### config.mk
export PLATFORM = sky130hd
export DESIGN_NAME = coproc_issuer
export DESIGN_NICKNAME = d
export VERILOG_FILES = /design/src/rtl/coproc_pkg.sv /design/src/rtl/coproc_issuer_fifo.sv /design/src/rtl/coproc_issuer.sv
export SDC_FILE = /design/constraint.sdc
export NUM_CORES = 1
export LEC_CHECK = 0
export CAP_MARGIN = 20
export CORE_UTILIZATION = 35
export CTS_BUF_LIST = sky130_fd_sc_hd__clkbuf_4 sky130_fd_sc_hd__clkbuf_8
export CTS_CLUSTER_DIAMETER = 120
export DETAILED_ROUTE_END_ITERATION = 6
export GPL_TIMING_DRIVEN = 0
export PLACE_DENSITY = 0.62
export SETUP_SLACK_MARGIN = 0.15
export SYNTH_ARGS = -nofsm -noshare
export SYNTH_HDL_FRONTEND = slang
export SYNTH_SLANG_ARGS = --single-unit
### constraint.sdc
create_clock -name clk -period 3.7 [get_ports clk]
set_clock_uncertainty 0.1 [all_clocks]
set_input_delay 0.925 -clock clk [delete_from_list [all_inputs] [get_ports clk]]
set_output_delay 0.925 -clock clk [all_outputs]
set_load 0.05 [all_outputs]
### src/rtl/coproc_pkg.sv
// coproc_pkg: definitions shared by the matrix coprocessor and its host-side issuer.
// Holds the opcode constants, the issuer FSM state encoding and the opcode field
// location inside a 32-bit instruction word.
package coproc_pkg;

    // Opcode field sits in the low nibble of every instruction word.
    localparam int OPCODE_LSB = 0;
    localparam int OPCODE_W   = 4;

    // Opcode constants, shared with the coprocessor top.
    localparam logic [3:0] OP_READ   = 4'd1;
    localparam logic [3:0] OP_WRITE  = 4'd2;
    localparam logic [3:0] OP_SUM    = 4'd3;
    localparam logic [3:0] OP_SUB    = 4'd4;
    localparam logic [3:0] OP_MUL    = 4'd5;
    localparam logic [3:0] OP_TRANSP = 4'd6;
    localparam logic [3:0] OP_SCALE  = 4'd7;
    localparam logic [3:0] OP_TRACE  = 4'd8;
    localparam logic [3:0] OP_DET2   = 4'd9;
    localparam logic [3:0] OP_DET3   = 4'd10;
    localparam logic [3:0] OP_DET4   = 4'd11;
    localparam logic [3:0] OP_DET5   = 4'd12;

    // Issuer FSM state encoding.
    localparam logic [1:0] ST_IDLE   = 2'd0;
    localparam logic [1:0] ST_ISSUE  = 2'd1;
    localparam logic [1:0] ST_WAIT   = 2'd2;
    localparam logic [1:0] ST_RESULT = 2'd3;

    // Extract the opcode field from an instruction word.
    function automatic logic [OPCODE_W-1:0] get_opcode(input logic [31:0] word);
        return word[OPCODE_LSB +: OPCODE_W];
    endfunction

endpackage

### src/rtl/coproc_issuer_fifo.sv
// instr_fifo: DEPTH-entry, 32-bit instruction buffer with wrap-around pointers.
// A push while full is dropped; a simultaneous push and pop leave the count unchanged.
module instr_fifo #(
    parameter int DEPTH = 8
) (
    input  logic        clk,
    input  logic        rst,
    input  logic        push,
    input  logic [31:0] push_data,
    input  logic        pop,
    output logic [31:0] pop_data,
    output logic        full,
    output logic        empty
);

    localparam int AW = $clog2(DEPTH);
    localparam logic [AW-1:0] PTR_ONE = 1;
    localparam logic [AW:0]   CNT_ONE = 1;
    localparam logic [AW:0]   CNT_MAX = DEPTH[AW:0];

    logic [31:0]   mem_q [DEPTH];
    logic [AW-1:0] wr_ptr_q, wr_ptr_d;
    logic [AW-1:0] rd_ptr_q, rd_ptr_d;
    logic [AW:0]   count_q, count_d;
    logic          do_push, do_pop;

    assign full     = (count_q == CNT_MAX);
    assign empty    = (count_q == '0);
    assign do_push  = push && !full;
    assign do_pop   = pop && !empty;
    assign pop_data = mem_q[rd_ptr_q];

    // Next-state pointers and occupancy; DEPTH is a power of two so pointers wrap naturally.
    always_comb begin
        // NOTE: every output gets a default first so no path leaves it unassigned (no latch).
        wr_ptr_d = wr_ptr_q;
        rd_ptr_d = rd_ptr_q;
        count_d  = count_q;
        if (do_push) wr_ptr_d = wr_ptr_q + PTR_ONE;
        if (do_pop)  rd_ptr_d = rd_ptr_q + PTR_ONE;
        case ({do_push, do_pop})
            2'b10:   count_d = count_q + CNT_ONE;
            2'b01:   count_d = count_q - CNT_ONE;
            default: count_d = count_q;
        endcase
    end

    // Pointer and occupancy registers.
    always_ff @(posedge clk or posedge rst) begin
        // NOTE: sequential state uses non-blocking assignments so all flops update together.
        if (rst) begin
            wr_ptr_q <= '0;
            rd_ptr_q <= '0;
            count_q  <= '0;
        end else begin
            wr_ptr_q <= wr_ptr_d;
            rd_ptr_q <= rd_ptr_d;
            count_q  <= count_d;
        end
    end

    // Storage write port.
    always_ff @(posedge clk) begin
        // NOTE: storage is not reset; empty/full come from the reset pointers, so stale words are never read.
        if (do_push) mem_q[wr_ptr_q] <= push_data;
    end

endmodule

### src/rtl/coproc_issuer.sv
// coproc_issuer: buffers host instructions and issues them one at a time to the
// matrix coprocessor, waiting for its done strobe; READ results go back to the
// host over a valid/ready channel.
// Optional watchdog: define COPROC_ISSUER_TIMEOUT_EN to abandon an instruction
// after TIMEOUT cycles in WAIT and raise the sticky timeout flag.
module coproc_issuer
    import coproc_pkg::*;
#(
    parameter int DEPTH   = 8,
    parameter int TIMEOUT = 1024
) (
    input  logic        clk,
    input  logic        rst,
    input  logic        wr_en,
    input  logic [31:0] wr_data,
    output logic        full,
    output logic [31:0] instruction,
    output logic        activate_instruction,
    input  logic        done,
    input  logic [7:0]  data_out,
    output logic        rd_valid,
    output logic [7:0]  rd_data,
    input  logic        rd_ready,
    output logic        busy,
    output logic        timeout
);

    // Reject configurations the FIFO pointers and watchdog cannot represent.
    if (DEPTH < 2 || (DEPTH & (DEPTH - 1)) != 0) begin : g_bad_depth
        $error("coproc_issuer: DEPTH must be a power of two >= 2");
    end
    if (TIMEOUT < 2) begin : g_bad_timeout
        $error("coproc_issuer: TIMEOUT must be >= 2");
    end

    logic [1:0]  state_q, state_d;
    logic [31:0] instr_q, instr_d;
    logic        rd_valid_q, rd_valid_d;
    logic [7:0]  rd_data_q, rd_data_d;
    logic        fifo_pop, fifo_empty;
    logic [31:0] fifo_data;
    logic        wd_expired;

    instr_fifo #(.DEPTH(DEPTH)) u_fifo (
        .clk       (clk),
        .rst       (rst),
        .push      (wr_en),
        .push_data (wr_data),
        .pop       (fifo_pop),
        .pop_data  (fifo_data),
        .full      (full),
        .empty     (fifo_empty)
    );

`ifdef COPROC_ISSUER_TIMEOUT_EN
    localparam int WD_W = $clog2(TIMEOUT);
    localparam logic [WD_W-1:0] WD_LAST = WD_W'(TIMEOUT - 1);
    localparam logic [WD_W-1:0] WD_ONE  = 1;

    logic [WD_W-1:0] wd_cnt_q, wd_cnt_d;
    logic            timeout_q, timeout_d;

    // Expiry fires in the TIMEOUT-th WAIT cycle when done is still absent.
    assign wd_expired = (state_q == ST_WAIT) && !done && (wd_cnt_q == WD_LAST);
    assign timeout    = timeout_q;

    // Watchdog: cleared in ISSUE (entry to WAIT), counts each WAIT cycle without done.
    always_comb begin
        wd_cnt_d  = wd_cnt_q;
        timeout_d = timeout_q;
        if (state_q == ST_ISSUE) begin
            wd_cnt_d = '0;
        end else if (state_q == ST_WAIT && !done) begin
            if (wd_expired) timeout_d = 1'b1;
            else            wd_cnt_d  = wd_cnt_q + WD_ONE;
        end
    end

    // Watchdog registers; the flag is sticky until reset.
    always_ff @(posedge clk or posedge rst) begin
        if (rst) begin
            wd_cnt_q  <= '0;
            timeout_q <= 1'b0;
        end else begin
            wd_cnt_q  <= wd_cnt_d;
            timeout_q <= timeout_d;
        end
    end
`else
    assign wd_expired = 1'b0;
    assign timeout    = 1'b0;
`endif

    // Issue FSM: pop in IDLE, strobe in ISSUE, wait for done, hold READ results.
    always_comb begin
        state_d    = state_q;
        instr_d    = instr_q;
        rd_valid_d = rd_valid_q;
        rd_data_d  = rd_data_q;
        fifo_pop   = 1'b0;
        case (state_q)
            ST_IDLE: begin
                if (!fifo_empty) begin
                    fifo_pop = 1'b1;
                    instr_d  = fifo_data;
                    state_d  = ST_ISSUE;
                end
            end
            ST_ISSUE: begin
                // done in this cycle belongs to no instruction of ours and is ignored.
                state_d = ST_WAIT;
            end
            ST_WAIT: begin
                if (done) begin
                    if (get_opcode(instr_q) == OP_READ) begin
                        rd_data_d  = data_out;
                        rd_valid_d = 1'b1;
                        state_d    = ST_RESULT;
                    end else begin
                        state_d = ST_IDLE;
                    end
                end else if (wd_expired) begin
                    state_d = ST_IDLE;
                end
            end
            ST_RESULT: begin
                if (rd_ready) begin
                    rd_valid_d = 1'b0;
                    state_d    = ST_IDLE;
                end
            end
            default: state_d = ST_IDLE;
        endcase
    end

    // FSM, held instruction and result registers.
    always_ff @(posedge clk or posedge rst) begin
        if (rst) begin
            state_q    <= ST_IDLE;
            instr_q    <= '0;
            rd_valid_q <= 1'b0;
            rd_data_q  <= '0;
        end else begin
            state_q    <= state_d;
            instr_q    <= instr_d;
            rd_valid_q <= rd_valid_d;
            rd_data_q  <= rd_data_d;
        end
    end

    assign instruction          = instr_q;
    assign activate_instruction = (state_q == ST_ISSUE);
    assign rd_valid             = rd_valid_q;
    assign rd_data              = rd_data_q;
    assign busy                 = (state_q != ST_IDLE) || !fifo_empty;

endmodule

# Yosys cells after proc, flatten, opt, wreduce, memory -nomap -nowiden
# Memory sizes are Yosys's and may differ from the RTL's. A register that Yosys moved wholly into a read port is not among the register bits.
# Index checks and enable logic that the tools add are counted.
# totals
reg_bits	21
mem_bits_rw	256
input_bits	45
wordCells	51
mem_count	1
# memory_table
name	depth	word_bits	read_ports	rd_clocked_by_memory_dff	wr	line_no	text
u_fifo.mem_q	8	32	1	1	1	coproc_issuer_fifo.sv:21	logic [31:0] mem_q [DEPTH];
# op_classes
add_sub_neg	4
n_eq_ne	11
muxes	14
n_bitwise	1
n_reduce_logical	14
# ops
op	n
2-bit two-way mux	4
2-bit != test, second input constant	4
2-bit case mux with 4 select lines	1
4-bit case mux with 2 select lines	1
1-bit two-way mux	7
3-bit by 1-bit adder with 3-bit output, second input constant	2
2-bit == test, second input constant	3
3-bit AND reduction	2
2-bit nonzero test	3
4-bit by 1-bit adder with 4-bit output, second input constant	1
2-bit by 1-bit == test with 1-bit output, second input constant	2
4-bit by 1-bit == test with 1-bit output, second input constant	1
4-bit == test, second input constant	1
4-bit logical NOT	1
4-bit AND reduction	1
4-bit by 1-bit subtractor with 4-bit output, second input constant	1
1-bit logical AND	2
1-bit logical NOT	2
2-bit logical NOT	1
1-bit case mux with 2 select lines	1
2-bit AND reduction	1
1-bit logical OR	1
1-bit inverter	1

# Longest topological paths before layout
# Gate-level depths: netlist of the first run.
# depth
word_depth	6
ltp_mapped	13
depth_no_buf	10

# By module
# A second synthesis of the first run with hierarchy kept.
# hier_totals
cells_unflattened	546
hier_area_um2	12092.8
# by_module_without_submodules
module	n_inst	cells_per_inst	area_each_um2
instr_fifo	1	438	10401.2
coproc_issuer	1	108	1691.6

# Worst setup path before layout of the first run
# OpenSTA, ideal clock, no wires.
# synth_timing
path_type	input to register
start	input port wr_en
end	memory u_fifo.mem_q[0][0] (enable)
t_arrival_ns	3.582
setup_slack_ns	-0.443
cell_stages	3
path_cell_list	a21boi_1 nand2b_1 nor3_1
# synth_via
elab_chain_cells	3
# synth_lines
element	line_no	text
from (decl)	coproc_issuer.sv:14	input logic wr_en,
1-bit logical AND	coproc_issuer_fifo.sv:29	assign do_push = push && !full;
1-bit two-way mux	coproc_issuer_fifo.sv:65	if (do_push) mem_q[wr_ptr_q] <= push_data;
1-bit two-way mux (not written as such)	coproc_issuer_fifo.sv:65	
to (decl)	coproc_issuer_fifo.sv:21	
# Every way passes these cells.

# Worst setup path after layout of the first run
# layout_timing
start	register u_fifo.count_q[1]
end	output port full
# layout_via
elab_chain_cells	1
# layout_lines
element	line_no	text
from (decl)	coproc_issuer_fifo.sv:24	logic [AW:0] count_q, count_d;
from (signal assigned)	coproc_issuer_fifo.sv:58	count_q <= count_d;
4-bit == test	coproc_issuer_fifo.sv:27	assign full = (count_q == CNT_MAX);
to (decl)	coproc_issuer.sv:16	output logic full,
# Every way passes these cells.

==> impl_metrics.ini, run 1 <==
[layout]
n_antenna_cell = 0
regArea_um2 = 9010
nFillCells = 2954
final_core_util = 0.437
finalNetCount = 918
multiInputGateArea_um2 = 2770
syn2layout_area_growth_pct = 22.5
fin_area_um2 = 14700
drive_gt1_frac = 0.159

[drt]
drt_iter0_markers = 446
drc = 0
drtPass1Iterations = 4
antenna_left = 0
vias_per_cell = 4.78
via_count = 6473
wire_per_inst_um = 19.0
drt-total-wl_um = 25700

[placed_design]
routabilityCongestion = 0.738
place.port_buffers = 88
dp_hpwl_um = 16300
place_area_um2 = 13700
dp_slack_ns = 0.253

[yosys]
netlist.top_cell.by_area = edfxtp_1
synth_ff_type = edfxtp_1
synth_edf_count = 256
yosysUniqueCellTypes = 35
syn_inst = 719
syn-num-nets = 769
synth.cell_area_um2 = 12000
synth_top_area_share = 0.640
async_flop_share = 0.172
synth_seq_cells = 309
synth-warning-count = 0
syn_area_per_cell_um2 = 16.7
synth.area.top_cells = edfxtp_1 64%, dfrtp_1 11%, mux2i_1 11%
yosysSeqAreaShare = 0.751

[floorplanning]
coreArea_um2 = 33600
start_util = 0.357
die_w_um = 187
dieArea_um2 = 35000
std_cell_rows = 67
io_pins = 90
die_h_um = 187

[sta]
hold_viol = 0
grt_setup_unrepaired = no
slew_violations = 0
tightest_slew_ns = 0.797
fin_crit_sh = 0.879
relSlewSlack = 0.469
fmax_mhz = 308
min_period_ns = 3.25
worst_slack_ns = 0.449
finalSetupViolations = 0

[job]
max_cap_viol_count = 0

[run_status]
outcome = finished, final reports clean

[global_routing]
grt_usage = 0.149
antenna_found_initial = 1
grt-ovfl-total = 0
grt_pass1_vias = 6582
grt_max_degree = 30
grt_first_pass_wirelength_um = 39200

[critical_path]
worstSetupEndpointType = primary output
required_ns = 2.67
start_kind = flop
path_class = reg2out
crit_arrival_ns = 2.23
crit_path_max_fanout = 8

[clocking]
worstSkewPairLatency_ns = 0.55
cts_sinks = 309
hold_buffers = 0
cts_tree = built
h-tree-depth = 2
clk_pin_slew_ns = 0.06
cts_resized = 0
cts_buffer_depth = 3
cts-root-buf = clkbuf_8
cts_made_buffers = 48
cts_setup_buffers = 0

[power_and_ir_drop]
cellLeakagePower_uw = 0.00549
peakVddDrop_v = 0.000374
power.density_nw_per_um2 = 838

[worst_hold_path]
min_path_type = reg2reg
## cell usage in the layout (no fill, tap or decap), types with 7 or more instances in the layout
cell type        synthesis  final
a22oi_1                 64     64
buf_12                   0      7
buf_2                    7      7
buf_4                   16     16
clkbuf_1                10     10
clkbuf_4                 0     16
clkbuf_8                 0     55
clkdlybuf4s50_1          0     88
clkinv_2                 0      9
dfrtp_1                 53     53
edfxtp_1               256    256
mux2_2                   8      8
mux2i_1                128    128
nand2_1                 80     80
nand3_1                 32     32
## metal layers
metal / vias up / global-route usage / wire length [um]
met2: 171 / 0.251 / 12500
met1: 3208 / 0.194 / 11200
met3: 44 / 0.0302 / 1460
met5: - / 0 / 13
met4: 2 / 0.0410 / 466
li1: 3048 / - / -
## final cells by class
type                       instances  area share
clock inverter                    17     0.00596
sequential                       309       0.613
timing repair buffer              99      0.0752
tap                              448      0.0381
multi-input combinational        365       0.189
clock buffer                      71      0.0597
buffer                            39      0.0177
inverter                           6     0.00170
## power by group
| group | total, uW | switching (uW) | leakage [uW] | internal, uW |
|---|---|---|---|---|
| Clock | 2780 | 1260 | 0.000517 | 1530 |
| Sequential | 4820 | 310 | 0.00297 | 4510 |
| Combinational | 4730 | 3000 | 0.00200 | 1730 |
## critical path, stage by stage, from the launching register on
cell and delay, ns:
dfrtp_1 0.37, buf_6 0.13, nor3_1 0.23, and2_1 0.16, clkdlybuf4s50_1 0.79
## Yosys cell counts, types with 2 or more instances
cell type / count
buf_4: 16
nand2_1: 80
mux2i_1: 128
buf_2: 7
dfrtp_1: 53
xnor2_1: 5
nand3_1: 32
nor2_1: 11
ha_1: 5
nor2b_1: 2
nor3_1: 3
xor2_1: 3
o21ai_0: 4
a22oi_1: 64
buf_6: 6
inv_1: 5
mux2_2: 8
and2_1: 2
edfxtp_1: 256
nand2b_1: 5
clkbuf_1: 10
## sequential cells by signal, indices dropped and copies added (netlist names)
| signal | cells |
|---|---|
| state_q | 2 |
| u_fifo.wr_ptr_q | 3 |
| u_fifo.mem_q | 256 |
| u_fifo.rd_ptr_q | 3 |
| u_fifo.count_q | 4 |
| rd_data | 8 |
| instruction | 32 |
| rd_valid | 1 |
## cells by family (layout without fill, tap and decap cells)
group	count (synthesis)	count (layout)	share of synthesized area
DFF	309	309	0.751
and+or+nand+nor	140	140	0.0535
muxes	137	137	0.115
AOI/OAI and AO/OA	74	74	0.0453
buffers and inverters	45	232	0.0238
xor gates and xnor gates	8	8	0.00584
adders and majority gates	5	5	0.00521
other	1	1	0.000312
## through the flow
| step | hold WS, ns | power (uW) | setup TNS (ns) | instances |
|---|---|---|---|---|
| floorplan | 0.387 | 8010 | 0 | 719 |
| global placement | 0.361 | 9500 | -376.58 | 1255 |
| detailed placement | 0.363 | 9700 | 0 | 1266 |
| CTS | 0.379 | 12500 | 0 | 1354 |
| global route | 0.401 | 13000 | 0 | 1354 |
| finish | 0.374 | 12300 | 0 | 1354 |
## path summary, 6_finish.rpt
kind / start / end / slack (ns) / cells after the start
min in group asynchronous: rst / instruction[28] / 0.68 / 2
worst max-delay path: u_fifo.count_q[1] / full / 0.45 / 4
max in group asynchronous: rst / instruction[14] / 2.21 / 3
worst max register to register: u_fifo.count_q[1] / u_fifo.count_q[2] / 0.98 / 13
worst min-delay path: instruction[9] / instruction[9] / 0.37 / 2
worst min register to register: instruction[9] / instruction[9] / 0.37 / 2
No activity file was read; power rests on OpenSTA's default activity.
==> inputs of run 2 (changes only) <==
Settings changed: PLACE_DENSITY 0.62 to 0.6.
Clock period 3.7 ns to 3.16 ns, I/O delays scaled along.
==> impl_metrics.ini, run 2 (synthesis results as in run 1) <==
[layout]
nFillCells = 2939
stdcell_count = 1357
multiInputGateArea_um2 = 2770
largest_register_ffs = 256
regArea_um2 = 9010
final_core_util = 0.438
n_antenna_cell = 0
syn2layout_area_growth_pct = 22.7
drive_gt1_frac = 0.157
finalNetCount = 919
mostFrequentLayoutCell = edfxtp_1
final_cell_mix = 256 x edfxtp_1, 128 x mux2i_1, 85 x clkdlybuf4s50_1
regMostFlops = u_fifo.mem_q

[power_and_ir_drop]
p_sw_uw = 5410
clockPowerShare = 0.226
cellLeakagePower_uw = 0.00551
power.density_nw_per_um2 = 985
finalPower_uw = 14500
seqPwrFrac = 0.389
p_sw_frac = 0.373
internal_power_uw = 9090
peakVddDrop_v = 0.000422
combPwrFrac = 0.385

[placed_design]
place.port_buffers = 88
dp_cells = 1266
routabilityCongestion = 0.746
dp_hpwl_um = 16300

[sta]
fin_crit_sh = 0.914
tightest_slew_ns = 0.828
grt_setup_unrepaired = no
hold_viol = 0
finalSetupViolations = 0
min_period_ns = 2.89
relSlewSlack = 0.448
slew_violations = 0
fmax_mhz = 346
tns_ns = 0

[global_routing]
grt_usage = 0.153
grt.busiest_layer = met2
use_met1 = 0.201
grt_first_pass_wirelength_um = 39800
antenna_found_initial = 0
met2_usage = 0.254
grt_pass1_vias = 6656
grt_max_degree = 37
grt-ovfl-total = 0
met3_usage = 0.0315

[clocking]
cts_made_buffers = 49
worstSkewPairLatency_ns = 0.57
cts_setup_buffers = 0
clk_pin_slew_ns = 0.06
h-tree-depth = 2
cts_buffer_depth = 3
cts_sinks = 309
cts-root-buf = clkbuf_8
cts_tree = built

[run_status]
outcome = finished, final reports clean

[floorplanning]
dieArea_um2 = 35000
coreArea_um2 = 33600
io_pins = 90
die_w_um = 187
start_util = 0.357
die_h_um = 187
std_cell_rows = 67

[drt]
wire_per_inst_um = 19.3
drc = 0
vias_per_cell = 4.79
drtPass1Iterations = 5
drt_iter0_markers = 476
via_count = 6494
antenna_left = 0
drt-total-wl_um = 26200

[job]
max_cap_viol_count = 0

[critical_path]
r2r_cells = 12
crit_cells = 4
start_kind = flop
crit_chain = buf_6 > nor3_1 > and2_1 > dlygate4sd2_1
cp_slowest_cell = dlygate4sd2_1
path_class = reg2out
crit_path_max_fanout = 8
crit_family = buffers and inverters
r2r_setup_slack_ns = 0.40
required_ns = 2.27
worstSetupEndpointType = primary output
worstPathBufferInverterCount = 2
crit_arrival_ns = 2.00
max_stage_delay_ns = 0.52

[worst_hold_path]
min_path_type = reg2reg
hold_depth = 2
[run 2: worst min-delay path, stage by stage, from the launching register on]
cell and delay [ns]:
dfrtp_1 0.33, nand2_1 0.05, nand2_1 0.06
[run 2: final cells by class]
cell class / count / share of cell area
clock inverters: 19 / 0.00620
plain buffers: 39 / 0.0177
well taps: 448 / 0.0380
repair buffers: 99 / 0.0768
clock buffers: 72 / 0.0596
multi-input cells: 365 / 0.188
flip-flops and latches: 309 / 0.612
inverters: 6 / 0.00170
[run 2: per-stage QoR]
stage          worst slack [ns]  hold WS [ns]  cell area [um2]
2_1_floorplan           0.00652         0.387            12000
3_3_place_gp              -2.00         0.360            13500
3_5_place_dp             -0.180         0.362            13800
4_1_cts                   0.199         0.376            14700
5_1_grt                   0.159         0.404            14700
6_report                  0.272         0.371            14700
[run 2: path summary, 6_finish.rpt]
path                                   startpoint                 to
worst max-delay path            u_fifo.count_q[1]               full
worst min-delay path              instruction[21]    instruction[21]
worst max register to register  u_fifo.count_q[0]  u_fifo.count_q[2]
worst min register to register    instruction[21]    instruction[21]
max in group asynchronous                     rst    instruction[18]
min in group asynchronous                     rst         rd_data[6]
[run 2: metal layers]
metal | vias to the layer above | routed length, um
met5 | - | 0
met4 | 0 | 540
met3 | 45 | 1480
met2 | 198 | 12700
met1 | 3196 | 11500
li1 | 3055 | -
[run 2: power by group through the flow]
stage          clock network, uW  registers [uW]  logic (uW)
2_1_floorplan                  0            6560        2810
3_3_place_gp                   0            5740        5400
3_5_place_dp                   0            5730        5660
4_1_cts                     3360            5650        5670
5_1_grt                     3540            5740        6030
6_report                    3280            5640        5590
[run 2: repair_timing]
action,4_1_cts,5_1_grt
endpoints found under the setup margin,2,1
gates resized for setup,2,1
hold buffers,0,0
==> inputs of run 3 (changes only) <==
Settings changed: CAP_MARGIN 20 to not set, SLEW_MARGIN set to 20.
==> impl_metrics.ini, run 3 (synthesis results as in run 1) <==
[run_status]
outcome = finished, final reports clean

[layout]
largest_register_ffs = 256
syn2layout_area_growth_pct = 23.3
n_antenna_cell = 0
final_cell_mix = 256 x edfxtp_1, 128 x mux2i_1, 85 x clkdlybuf4s50_1
regMostFlops = u_fifo.mem_q
finalNetCount = 923
mostFrequentLayoutCell = edfxtp_1
final_core_util = 0.440
multiInputGateArea_um2 = 2770
nFillCells = 2922
regArea_um2 = 9010
drive_gt1_frac = 0.153

[clocking]
cts-root-buf = clkbuf_8
cts_sinks = 309
cts_tree = built
cts_buffer_depth = 3
h-tree-depth = 2
cts_setup_buffers = 0
worstSkewPairLatency_ns = 0.55
cts_made_buffers = 49
clk_pin_slew_ns = 0.06

[floorplanning]
die_h_um = 187
coreArea_um2 = 33600
std_cell_rows = 67
die_w_um = 187
dieArea_um2 = 35000
io_pins = 90
start_util = 0.357

[global_routing]
grt-ovfl-total = 0
grt_usage = 0.152
grt_first_pass_wirelength_um = 39800
antenna_found_initial = 0
grt_max_degree = 43
grt_pass1_vias = 6684

[critical_path]
crit_arrival_ns = 1.94
crit_chain = buf_6 > nor3_1 > and2_1 > dlygate4sd2_1
required_ns = 2.27
max_stage_delay_ns = 0.52
cp_slowest_cell = dlygate4sd2_1
start_kind = flop
crit_family = buffers and inverters
crit_path_max_fanout = 8
worstSetupEndpointType = primary output
r2r_setup_slack_ns = 0.42
worstPathBufferInverterCount = 2
path_class = reg2out

[placed_design]
dp_hpwl_um = 16900
place.port_buffers = 88
routabilityCongestion = 0.746

[drt]
via_count = 6538
drt-total-wl_um = 26200
vias_per_cell = 4.80
drc = 0
wire_per_inst_um = 19.2
antenna_left = 0
drtPass1Iterations = 5
drt_iter0_markers = 463

[sta]
hold_viol = 0
grt_setup_unrepaired = no
fmax_mhz = 353
finalSetupViolations = 0
relSlewSlack = 0.466
slew_violations = 0
tightest_slew_ns = 0.801
min_period_ns = 2.83
fin_crit_sh = 0.897

[power_and_ir_drop]
finalPower_uw = 14500
power.density_nw_per_um2 = 982
peakVddDrop_v = 0.000408
cellLeakagePower_uw = 0.00554

[worst_hold_path]
min_path_type = reg2reg

[job]
max_cap_viol_count = 0
-- run 3: final cells by class --
class	count	share of cell area
repair buffers	103	0.0813
inverters	6	0.00186
flip-flops and latches	309	0.609
clock buffers	65	0.0554
plain buffers	39	0.0176
clock inverters	26	0.00955
well taps	448	0.0379
multi-input cells	365	0.187
-- run 3: metrics by stage --
step                      setup TNS, ns  cell area, um2  cells  hold slack (ns)  setup WS, ns
after floorplan                       0           12000    719            0.387       0.00652
after global placement          -503.51           13500   1255            0.360         -2.00
after detailed placement          -8.42           13800   1270            0.363        -0.180
after CTS                             0           14800   1361            0.378         0.212
after global routing                  0           14800   1361            0.405         0.184
final                                 0           14800   1361            0.371         0.327
-- run 3: per-layer routing --
metal | vias up | share of wire | GRT usage
met2 | 219 | 0.49 | 0.256
met4 | 0 | 0.018 | 0.0448
met3 | 45 | 0.063 | 0.0302
met1 | 3206 | 0.43 | 0.198
met5 | - | 0 | 0
li1 | 3068 | - | -
-- run 3: what timing repair did --
action / in CTS / in global routing
resized for setup: 2 / 1
setup endpoints to repair: 2 / 1
endpoints found under the hold margin: 0 / 0
hold buffers: 0 / 0
-- run 3: worst paths after layout --
kind                                        start                end  depth (start not counted)
min in group asynchronous                     rst    instruction[10]                          2
worst max-delay path            u_fifo.count_q[1]               full                          4
worst min register to register    instruction[12]    instruction[12]                          2
worst min-delay path              instruction[12]    instruction[12]                          2
max in group asynchronous                     rst    instruction[16]                          3
worst max register to register  u_fifo.count_q[1]  u_fifo.count_q[2]                         13
-- run 3: where the power goes --
group	total (uW)	switching, uW	internal [uW]
clock network	3270	1490	1770
logic	5630	3570	2060
registers	5640	365	5280
-- run 3: worst reg2reg max path, delay by kind of cell (launching register included) --
family,cells,cell delay [ns]
DFF,1,0.37
AOI/OAI and AO/OA,1,0.14
xor gates and xnor gates,3,0.47
and+or+nand+nor,3,0.48
adders and majority gates,2,0.48
buffers and inverters,4,0.58
